--- config.mk ---
export PLATFORM = sky130hd
export DESIGN_NAME = dds_sweep_ctrl
export DESIGN_NICKNAME = d
export VERILOG_FILES = /design/src/rtl/dds_sweep_ctrl.sv
export SDC_FILE = /design/constraint.sdc
export NUM_CORES = 1
export LEC_CHECK = 0
export CAP_MARGIN = 10
export CORE_AREA = 2 2 165 135
export CTS_CLUSTER_DIAMETER = 60
export CTS_CLUSTER_SIZE = 30
export DETAILED_ROUTE_END_ITERATION = 8
export DIE_AREA = 0 0 167 137
export MAX_ROUTING_LAYER = met4
export PLACE_DENSITY_LB_ADDON = 0.25
export SLEW_MARGIN = 20
export SYNTH_ARGS = -nofsm -noshare
export SYNTH_HDL_FRONTEND = slang
export SYNTH_SLANG_ARGS = --single-unit
--- constraint.sdc ---
create_clock -name clk -period 6.68 [get_ports clk]
set_clock_uncertainty 0.2 [all_clocks]
set_input_delay 1.336 -clock clk [delete_from_list [all_inputs] [get_ports clk]]
set_output_delay 1.336 -clock clk [all_outputs]
set_load 0.02 [all_outputs]
--- src/rtl/dds_sweep_ctrl.sv ---
// dds_sweep_ctrl: steps the DDS frequency word from f_start up to f_stop in
// f_step increments, holding each word for a programmed dwell. Supports
// single-shot and continuous sweeps plus a level-sensitive abort.
// All outputs are registered. Each output is computed from the state being
// entered, so it lines up with that state's cycle.
module dds_sweep_ctrl #(
  parameter int FW_W    = 32,
  parameter int DWELL_W = 16
) (
  input  logic               clk,
  input  logic               reset_n,
  input  logic               start,
  input  logic               abort,
  input  logic               mode,
  input  logic [FW_W-1:0]    f_start,
  input  logic [FW_W-1:0]    f_stop,
  input  logic [FW_W-1:0]    f_step,
  input  logic [DWELL_W-1:0] dwell,
  output logic [FW_W-1:0]    data,
  output logic               we,
  output logic               ce,
  output logic               busy,
  output logic               done
);

  typedef enum logic [1:0] {S_IDLE, S_LOAD, S_DWELL, S_ABORT} state_t;

  state_t             state_q, state_d;
  logic [FW_W-1:0]    cur_q, cur_d;
  logic [FW_W-1:0]    f_start_q, f_start_d;
  logic [FW_W-1:0]    f_stop_q, f_stop_d;
  logic [FW_W-1:0]    f_step_q, f_step_d;
  logic [DWELL_W-1:0] dwell_q, dwell_d;
  logic [DWELL_W-1:0] cnt_q, cnt_d;
  logic               mode_q, mode_d;
  logic [FW_W-1:0]    data_q, data_d;
  logic               we_q, we_d;
  logic               ce_q, ce_d;
  logic               busy_q, busy_d;
  logic               done_q, done_d;

  // Next word computed one bit wider so a wrap past all-ones ends the sweep.
  logic [FW_W:0] nxt;
  logic          cont;
  logic          expire;

  assign nxt    = {1'b0, cur_q} + {1'b0, f_step_q};
  assign cont   = !nxt[FW_W] && (nxt[FW_W-1:0] <= f_stop_q) && (f_step_q != '0);
  assign expire = (state_q == S_DWELL) && (cnt_q == '0) && !abort;

  // State and datapath registers; async reset clears everything.
  always_ff @(posedge clk or negedge reset_n) begin
    if (!reset_n) begin
      state_q   <= S_IDLE;
      cur_q     <= '0;
      f_start_q <= '0;
      f_stop_q  <= '0;
      f_step_q  <= '0;
      dwell_q   <= '0;
      cnt_q     <= '0;
      mode_q    <= 1'b0;
      data_q    <= '0;
      we_q      <= 1'b0;
      ce_q      <= 1'b0;
      busy_q    <= 1'b0;
      done_q    <= 1'b0;
    end else begin
      state_q   <= state_d;
      cur_q     <= cur_d;
      f_start_q <= f_start_d;
      f_stop_q  <= f_stop_d;
      f_step_q  <= f_step_d;
      dwell_q   <= dwell_d;
      cnt_q     <= cnt_d;
      mode_q    <= mode_d;
      data_q    <= data_d;
      we_q      <= we_d;
      ce_q      <= ce_d;
      busy_q    <= busy_d;
      done_q    <= done_d;
    end
  end

  // Next-state: abort outranks dwell expiry, which outranks start.
  always_comb begin
    state_d = state_q;
    case (state_q)
      S_IDLE:  if (start && !abort) state_d = S_LOAD;
      S_LOAD:  state_d = abort ? S_ABORT : S_DWELL;
      S_DWELL: begin
        if (abort)                       state_d = S_ABORT;
        else if (cnt_q == '0)            state_d = (cont || mode_q) ? S_LOAD : S_IDLE;
      end
      S_ABORT: state_d = S_IDLE;
      default: state_d = S_IDLE;
    endcase
  end

  // Datapath: config latch, current word and dwell counter.
  always_comb begin
    cur_d     = cur_q;
    f_start_d = f_start_q;
    f_stop_d  = f_stop_q;
    f_step_d  = f_step_q;
    dwell_d   = dwell_q;
    cnt_d     = cnt_q;
    mode_d    = mode_q;
    case (state_q)
      S_IDLE: begin
        if (start && !abort) begin
          f_start_d = f_start;
          f_stop_d  = f_stop;
          f_step_d  = f_step;
          dwell_d   = dwell;
          mode_d    = mode;
          cur_d     = f_start;
        end
      end
      // dwell of 0 behaves as 1, so the counter reload saturates at 0.
      S_LOAD: cnt_d = (dwell_q == '0) ? '0 : dwell_q - DWELL_W'(1);
      S_DWELL: begin
        if (!abort) begin
          if (cnt_q != '0)  cnt_d = cnt_q - DWELL_W'(1);
          else if (cont)    cur_d = nxt[FW_W-1:0];
          else if (mode_q)  cur_d = f_start_q;
        end
      end
      default: ;
    endcase
  end

  // Outputs: registered, derived from the state being entered.
  always_comb begin
    we_d   = (state_d == S_LOAD) || (state_d == S_ABORT);
    busy_d = (state_d != S_IDLE);
    data_d = data_q;
    if (state_d == S_LOAD)       data_d = cur_d;
    else if (state_d == S_ABORT) data_d = '0;
    // ce holds the final tone after a single sweep; only an abort drops it.
    ce_d = ce_q;
    if (state_d == S_LOAD)       ce_d = 1'b1;
    else if (state_q == S_ABORT) ce_d = 1'b0;
    done_d = expire && !cont && !mode_q;
  end

  assign data = data_q;
  assign we   = we_q;
  assign ce   = ce_q;
  assign busy = busy_q;
  assign done = done_q;

endmodule

---- After elaboration in Yosys (flattened, before gate mapping) ----
Cells that the tools add are included.
word-level totals
  bits in registers ....................... 199
  input bits .............................. 117
  output and inout port bits .............. 36
  word-level logic and storage cells ...... 68
operators by class
  add/subtract/negate cells ............... 3
  $lt $le $gt $ge ......................... 1
  eq/ne operators ......................... 7
  multiplexer cells ....................... 20
  reductions and logical operators ........ 24
operators with widths
  cell                   number
  $mux 32                7
  $pmux 32 s2            1
  $mux 16                3
  $add 32x32->33         1
  $le 32x32->1           1
  $logic_not 16->1       2
  $pmux 16 s2            1
  $reduce_bool 32->1     1
  $sub 16x1->16 const B  2
  $reduce_bool 16->1     1
  $pmux 2 s4             1
  $reduce_bool 2->1      4
  $logic_and 1x1->1      7
  $eq 2x2->1 const B     3
  $mux 2                 3
  $eq 2x1->1 const B     2
  $logic_not 1->1        4
  $mux 1                 4
  $reduce_and 3->1       1
  $logic_not 2->1        1
  $logic_or 1x1->1       2
  $ne 2x1->1 const B     1
  $ne 2x2->1 const B     1
  $reduce_and 2->1       1

---- Longest topological paths before layout ----
Gate-level depths: netlist of the first run.
  depth in word-level cells ............... 12
  mapped depth ............................ 23
  depth with buffers taken out ............ 20

---- Least setup slack after synthesis of the first run ----
Ideal clock, no wire load.
  kind .................................... reg-to-reg
  start point ............................. register cur_q[12]
  end point ............................... register data_q[10], in the netlist data[10]
  setup time .............................. 0.121 ns
  arrival ................................. 4.322 ns
  required time ........................... 6.359 ns
  path slack .............................. 2.037 ns
  cell stages (with the launch flop) ...... 20
  path buffers ............................ 3
  period minus slack after synthesis ...... 4.643 ns
  cell sequence ........................... dfrtp_1 > ha_1 > and2_1 > and3_1 > a221oi_4 > a31oi_4 > a31o_2 > a311oi_1 > xnor2_1 > ha_1 > nand4_1 > nor4_1 > nand2_1 > a211oi_1 > o21ai_1 > buf_6 > o31a_1 > buf_6 > buf_6 > a22o_1
between the ends
  cells in the longest elaborated chain, start to end .. 11
  elaborated cells between the ends (all ways) .. 18
  classes of those cells .................. 1 x add/sub; 1 x order compare; 2 x eq/ne; 9 x mux; 5 x reduce/logical
ends and longest elaborated chain
  element                                                 line      text
  from (decl)                                             29        logic [FW_W-1:0] cur_q, cur_d;
  from (signal assigned)                                  69        cur_q <= cur_d;
  $add 32x32->33 (*)                                      47        assign nxt = {1'b0, cur_q} + {1'b0, f_step_q};
  $le 32x32->1 / $logic_not 1->1 (equally long branches)  48        assign cont = !nxt[FW_W] && (nxt[FW_W-1:0] <= f_stop_q) && (f_step_q != '0);
  $logic_and 1x1->1 (*) (2 in a row)                      48
  $logic_or 1x1->1                                        92        else if (cnt_q == '0) state_d = (cont || mode_q) ? S_LOAD : S_IDLE;
  $mux 1                                                  92
  $mux 2                                                  92
  $mux 2                                                  91        if (abort) state_d = S_ABORT;
  $pmux 2 s4                                              87        case (state_q)
  $eq 2x1->1 / $eq 2x2->1 (equally long branches)         137, 138
  $mux 32 / $reduce_bool 2->1 (equally long branches)     --
  to (signal assigned)                                    76        data_q <= data_d;
  to (decl)                                               36        logic [FW_W-1:0] data_q, data_d;
Mark *: on every way between the ends. The rest lies on a longest branch, timed or not.
A chain may end at the register's enable or synchronous reset.

---- Worst setup path after layout of the first run ----
  start point ............................. register f_step_q[13]
  end point ............................... register data_q[12], in the netlist data[12]
between the ends
  cells in the longest elaborated chain, start to end .. 11
  elaborated cells between the ends (all ways) .. 19
  classes of those cells .................. 1 x add/sub; 1 x order compare; 2 x eq/ne; 9 x mux; 6 x reduce/logical
ends and longest elaborated chain
  element                                                 line      text
  from (decl)                                             32        logic [FW_W-1:0] f_step_q, f_step_d;
  from (signal assigned)                                  72        f_step_q <= f_step_d;
  $add 32x32->33                                          47
  $le 32x32->1 / $logic_not 1->1 (equally long branches)  48
  $logic_and 1x1->1                                       48
  $logic_and 1x1->1 (*)                                   48
  $logic_or 1x1->1                                        92
  $mux 1                                                  92
  $mux 2                                                  92
  $mux 2                                                  91
  $pmux 2 s4                                              87
  $eq 2x1->1 / $eq 2x2->1 (equally long branches)         137, 138
  $mux 32 / $reduce_bool 2->1 (equally long branches)     --
Marks and branches as above.

==> results.sh, run 1 <==
export IMPL_yosys_most_used_dff="dfrtp_1"
export IMPL_grt_pass1_vias=9453
export IMPL_finalSetupViolCount=0
export IMPL_cp_arrival_ns=6.10
export IMPL_clk_latency_ns=0.44
export IMPL_ctsLongestPathBuffers=2
export IMPL_worst_pin_slew_ns=1.019
export IMPL_drive_gt1_share_pct=5.853
export IMPL_ys_warn_count=0
export IMPL_period_needed_ns=5.997
export IMPL_final_cell_mix="348 x nand2_1, 198 x dfrtp_1, 151 x clkdlybuf4s50_1"
export IMPL_hold_viol_final=0
export IMPL_grt_pass1_wl_um=49540
export IMPL_utilization_pct=65.07
export IMPL_wl_um=30960
export IMPL_post_route_period_util_pct=89.77
export IMPL_start_util_pct=54.41
export IMPL_hold_path_class="reg2reg"
export IMPL_netlist_instances=1291
export IMPL_viasPerCell=5.811
export IMPL_synth_edf_count=0
export IMPL_cts_made_buffers=17
export IMPL_antenna_found_initial=0
export IMPL_postCtsHoldBufs=0
export IMPL_port_buffers=152
export IMPL_routabilityCongestion=0.9459
export IMPL_endpoint_kind="flip-flop"
export IMPL_overflow=0
export IMPL_htreeDepth=4
export IMPL_drtIter0Drc=796
export IMPL_rsz0062_at_grt="no"
export IMPL_max_slew_margin_pct=32.07
export IMPL_finalPower_mw=8.193
export IMPL_clk_pin_slew_worst_paths_ns=0.07
export IMPL_tns_ns=0
export IMPL_drc=0
export IMPL_fp_dieH_um=137
export IMPL_crit_type="reg2reg"
export IMPL_seq_area_frac_synth_pct=42.95
export IMPL_status="finished clean"
export IMPL_layout_commonest_cell="nand2_1"
export IMPL_drtPass1Iterations=5
export IMPL_grt_usage_pct=28.13
export IMPL_syn_num_nets=1475
export IMPL_crit_fanout=27
export IMPL_coreArea_um2=21200
export IMPL_hpwl_um=21900
export IMPL_swShare_pct=47.22
export IMPL_num_vias=9838
export IMPL_fmax_ghz=0.1668
export IMPL_cts_tree="done"
export IMPL_cts_sinks=198
export IMPL_peakVddDrop_uv=428.7
export IMPL_synthesis_area_um2=11530
export IMPL_leakagePower_nw=6.476
export IMPL_syn_avg_cell_area_um2=8.935
export IMPL_areaGrowthSynthToFinish_pct=19.59
export IMPL_critPathLaunchType="flip-flop"
export IMPL_ioPinCount=153
export IMPL_synthArstFlopShare_pct=100.0
export IMPL_ys_types=71
export IMPL_p_switching_mw=3.869
export IMPL_cts_setup_buffers=0
export IMPL_fillers=1783
export IMPL_n_antenna_cell=0
export IMPL_dieArea_um2=22880
export IMPL_cap_violations=0
export IMPL_grt_max_degree=149
export IMPL_detail_route_wl_per_cell_um=18.29
export IMPL_intPower_mw=4.324
export IMPL_p_comb_share_pct=60.7
export IMPL_final_antenna_net_count=0
export IMPL_worstPathRequired_ns=6.78
export IMPL_synth_seq_cells=198
export IMPL_drv_slew=0
export IMPL_power_density_nw_per_um2=594.0
export IMPL_nNetsFinal=1590
export IMPL_std_cell_rows=48
export IMPL_cts_root_buf="clkbuf_16"
export IMPL_post_cts_resized=0
export IMPL_die_w_um=167
export IMPL_clock_power_share_pct=12.9
export IMPL_seqPwrFrac_pct=26.3
## power by group through the flow
stage          combinational [mW]  sequential (mW)  clock [mW]
2_1_floorplan                3.67             2.10           0
3_3_place_gp                 4.80             2.15           0
3_5_place_dp                 4.89             2.16           0
4_1_cts                      4.93             2.15        1.07
5_1_grt                      5.50             2.22        1.11
6_report                     4.97             2.16        1.06
## final timing paths
kind / from / endpoint / slack (ns) / cells after the start
hold / removal: f_start_q[11] / f_start_q[11] / 0.28 / 2
min in group asynchronous: reset_n / f_stop_q[17] / 0.77 / 1
max in group asynchronous: reset_n / cnt_q[11] / 4.12 / 2
setup / recovery: f_step_q[13] / data[12] / 0.68 / 20
hold reg to reg: f_start_q[11] / f_start_q[11] / 0.28 / 2
setup reg to reg: f_step_q[13] / data[12] / 0.68 / 20
## worst max-delay path, stage by stage, from the launching register on
cell and delay, ns:
dfrtp_1 0.45, ha_1 0.50, nand2_1 0.12, o21ai_0 0.43
nor3_1 0.12, o21bai_1 0.17, a31oi_1 0.51, a31oi_1 0.25
nand2_1 0.13, xor2_1 0.07, ha_1 0.30, nand4_1 0.18
nor4_1 0.50, nor2b_1 0.20, o31a_1 0.18, a211oi_1 0.10
o21ai_4 0.09, buf_4 0.49, mux2_2 0.39, a21boi_0 0.34
o21ai_0 0.15
## per-layer routing
| layer | GRT usage [%] | vias up | part of all wire, % |
|---|---|---|---|
| met4 | 7.040 | 0 | 1.4 |
| met1 | 39.60 | 4742 | 48 |
| met3 | 4.714 | 39 | 5.8 |
| met5 | - | - | 0 |
| met2 | 42.75 | 294 | 45 |
| li1 | - | 4763 | - |
## state kept, by name, indices dropped and copies added, names as in the netlist
name,flops
f_start_q,32
mode_q,1
ce,1
data,32
busy,1
state_q,2
cnt_q,16
done,1
cur_q,32
dwell_q,16
f_stop_q,32
f_step_q,32
## final cells by class
cell class	instances	area [um^2]	area share, %
multi-input cells	985	6137	44.49
flip-flops and latches	198	4955	35.92
repair buffers	159	1590	11.53
clock buffers	20	456.7	3.311
well taps	275	344.1	2.494
inverters	45	168.9	1.224
clock inverters	11	142.6	1.034
## through the flow
stage | area (um^2) | hold WS (ns) | std cells | setup WS, ns
floorplan | 11530 | 0.2401 | 1291 | 2.037
global placement | 13190 | 0.2542 | 1662 | 0.7808
detailed placement | 13190 | 0.2579 | 1662 | 0.7973
CTS | 13790 | 0.2763 | 1693 | 0.7465
global route | 13790 | 0.3035 | 1693 | 0.2768
finish | 13790 | 0.2755 | 1693 | 0.6833
## cell usage after synthesis (20+ instances only)
master	instances	area share, %
mux2i_1	31	2.7
ha_1	66	7.2
a21oi_1	55	2.4
clkbuf_1	42	1.4
mux2_2	25	2.4
o21ai_0	89	3.9
a21o_1	20	1.3
nor3_1	22	0.95
nand2_1	348	11
o211ai_1	27	1.8
xnor2_1	20	1.5
nor2_1	46	1.5
dfrtp_1	198	43
inv_1	45	1.5
a22o_1	34	2.6
## logic make-up after synthesis
logic type	count (synthesis)	synth area share, %
AOI/OAI and AO/OA	304	17.70
xor gates and xnor gates	37	2.809
adders and majority gates	67	7.333
buffers and inverters	108	4.187
DFF	198	42.95
muxes	56	5.131
and+or+nand+nor	521	19.88
Note: power is estimated with default switching activity, not from simulation.
==> inputs of run 2 (changes only) <==
Settings changed: ABC_CLOCK_PERIOD_IN_PS set to 6680.
==> results of run 2 <==
Final layout, timing and power as in run 1 (identical DEF).
==> inputs of run 3 (changes only) <==
Settings changed: ABC_CLOCK_PERIOD_IN_PS 6680 to 5300, CORE_AREA 2 2 165 135 to 2 2 172 140, DIE_AREA 0 0 167 137 to 0 0 174 142.
Clock period 6.68 ns to 5.3 ns, I/O delays scaled along.
==> results.sh, run 3 (synthesized netlist as in run 1, its figures left out) <==
export IMPL_status="finished clean"
export IMPL_drtPass1Iterations=6
export IMPL_crit_fanout=8
export IMPL_rr_worst_depth=22
export IMPL_final_cell_mix="348 x nand2_1, 198 x dfrtp_1, 151 x clkdlybuf4s50_1"
export IMPL_std_cell_rows=50
export IMPL_finalSetupViolCount=0
export IMPL_m1WireLength_um=15580
export IMPL_htreeDepth=4
export IMPL_num_vias=10190
export IMPL_ctsLongestPathBuffers=2
export IMPL_dp_cells=1741
export IMPL_clk_pin_slew_worst_paths_ns=0.08
export IMPL_final_antenna_net_count=0
export IMPL_areaGrowthSynthToFinish_pct=24.94
export IMPL_hold_viol_final=0
export IMPL_hp_start="f_start_q[9]"
export IMPL_dieArea_um2=24710
export IMPL_worst_pin_slew_ns=1.020
export IMPL_path_cells="ha_1, a21o_1, o21bai_2, a221oi_4, a31oi_4, buf_6, or4b_2, nand3_2, ha_1, nand4_1, nor4_2, buf_4, nor2b_1, o31a_1, a211oi_1, buf_4, o21ai_4, buf_12, buf_12, mux2i_1, o211ai_1, a22o_1"
export IMPL_drv_slew=0
export IMPL_cts_root_buf="clkbuf_16"
export IMPL_port_buffers=152
export IMPL_timing_hold_ws_ns=0.2755
export IMPL_r2r_setup_slack_ns=0.17
export IMPL_cp_num_buf_inv=5
export IMPL_holdPathStages=2
export IMPL_routabilityCongestion=0.8977
export IMPL_cts_sinks=198
export IMPL_cp_top_family="compound AO/OA/AOI/OAI gates"
export IMPL_antenna_found_initial=0
export IMPL_layout_commonest_cell="nand2_1"
export IMPL_overflow=0
export IMPL_viasPerCell=5.703
export IMPL_crit_type="reg2reg"
export IMPL_n_antenna_cell=0
export IMPL_peakVddDrop_uv=410.9
export IMPL_hpwl_um=22960
export IMPL_cp_arrival_ns=5.27
export IMPL_final_cells=1786
export IMPL_nNetsFinal=1645
export IMPL_top_layer="met4"
export IMPL_max_slew_margin_pct=32.00
export IMPL_endpoint_kind="flip-flop"
export IMPL_wl_um=32960
export IMPL_wl_met2_um=14890
export IMPL_drtIter0Drc=912
export IMPL_worstReg2RegStart="f_step_q[9]"
export IMPL_clk_latency_ns=0.45
export IMPL_cts_tree="done"
export IMPL_detail_route_wl_per_cell_um=18.46
export IMPL_fmax_ghz=0.1949
export IMPL_utilization_pct=62.60
export IMPL_drive_gt1_share_pct=10.31
export IMPL_post_route_period_util_pct=96.81
export IMPL_coreArea_um2=23020
export IMPL_fp_dieH_um=142
export IMPL_worstPathRequired_ns=5.44
export IMPL_critPathLaunchType="flip-flop"
export IMPL_grt_pass1_wl_um=52060
export IMPL_die_w_um=174
export IMPL_cp_slowest_stage_delay_ns=0.61
export IMPL_drc=0
export IMPL_critical_path_slowest_cell="or4b_2"
export IMPL_met3_length_um=2019
export IMPL_hold_end="f_start_q[9]"
export IMPL_grt_pass1_vias=9939
export IMPL_grt_max_degree=149
export IMPL_ioPinCount=153
export IMPL_cap_violations=0
export IMPL_grt_usage_pct=27.19
export IMPL_period_needed_ns=5.131
export IMPL_startpoint="f_step_q[9]"
export IMPL_rr_endpoint="data[13]"
export IMPL_power_density_nw_per_um2=806.3
export IMPL_fillers=2030
export IMPL_postCtsHoldBufs=0
export IMPL_start_util_pct=50.10
export IMPL_leakagePower_nw=6.815
export IMPL_hold_path_class="reg2reg"
export IMPL_cts_made_buffers=17
run 3: cell types whose count changed in the layout (fill, tap and decap cells not counted), sizes merged:
cell	delta
bufinv	-2
inv	+3
buf	+52
nor2	+1
clkinvlp	-1
clkinv	+3
run 3: repair_timing:
item                       CTS  global route
cloned                       0             3
buffers inserted             1             9
setup endpoints to repair   14            54
pin swaps                    1            16
resized for setup            1            25
run 3: worst max path at each step:
| stage | slack, ns | cells past startpoint | end |
|---|---|---|---|
| after floorplan | 0.66 | 19 | data[10] |
| after global routing | -0.06 | 22 | data[5] |
| after global placement | -0.003 | 23 | data[12] |
| after CTS | 0.01 | 21 | data[30] |
| after detailed placement | -0.08 | 23 | data[12] |
| final | 0.17 | 22 | data[13] |
run 3: final cells by class:
cell class	instances	area (um^2)	area share, %
flip-flops and latches	198	4955	34.38
multi-input cells	986	6221	43.17
inverters	45	168.9	1.172
repair buffers	213	2105	14.60
well taps	312	390.4	2.709
clock buffers	18	429.2	2.978
clock inverters	14	142.6	0.9898
run 3: metrics by stage:
step           setup WS (ns)  cell area, um^2  setup TNS, ns  total power [mW]
2_1_floorplan         0.6568            11530              0             7.277
3_3_place_gp       -0.002805            13570      -0.002805             9.346
3_5_place_dp        -0.08074            13570       -0.08074             9.513
4_1_cts              0.01273            14150              0             10.84
5_1_grt             -0.05913            14410        -0.1703             12.46
6_report              0.1688            14410              0             11.62
run 3: power by group:
part,switching (mW),internal [mW],total [mW]
clock,0.654,0.626,1.28
combinational,4.21,3.42,7.63
sequential,0.530,2.18,2.71
total,5.39,6.23,11.6
run 3: per-layer routing:
layer  GRT usage (%)  vias up
li1                -     4875
met1           38.22     4931
met4           5.838        0
met5               -        -
met2           41.48      341
met3           4.888       38
run 3: worst reg2reg max path: stages, from the launching register on:
cell and delay [ns]:
dfrtp_1 0.41, ha_1 0.32, a21o_1 0.20, o21bai_2 0.22, a221oi_4 0.38, a31oi_4 0.20
buf_6 0.17, or4b_2 0.61, nand3_2 0.09, ha_1 0.14, nand4_1 0.13, nor4_2 0.30
buf_4 0.16, nor2b_1 0.12, o31a_1 0.15, a211oi_1 0.05, buf_4 0.17, o21ai_4 0.10
buf_12 0.19, buf_12 0.15, mux2i_1 0.20, o211ai_1 0.15, a22o_1 0.22
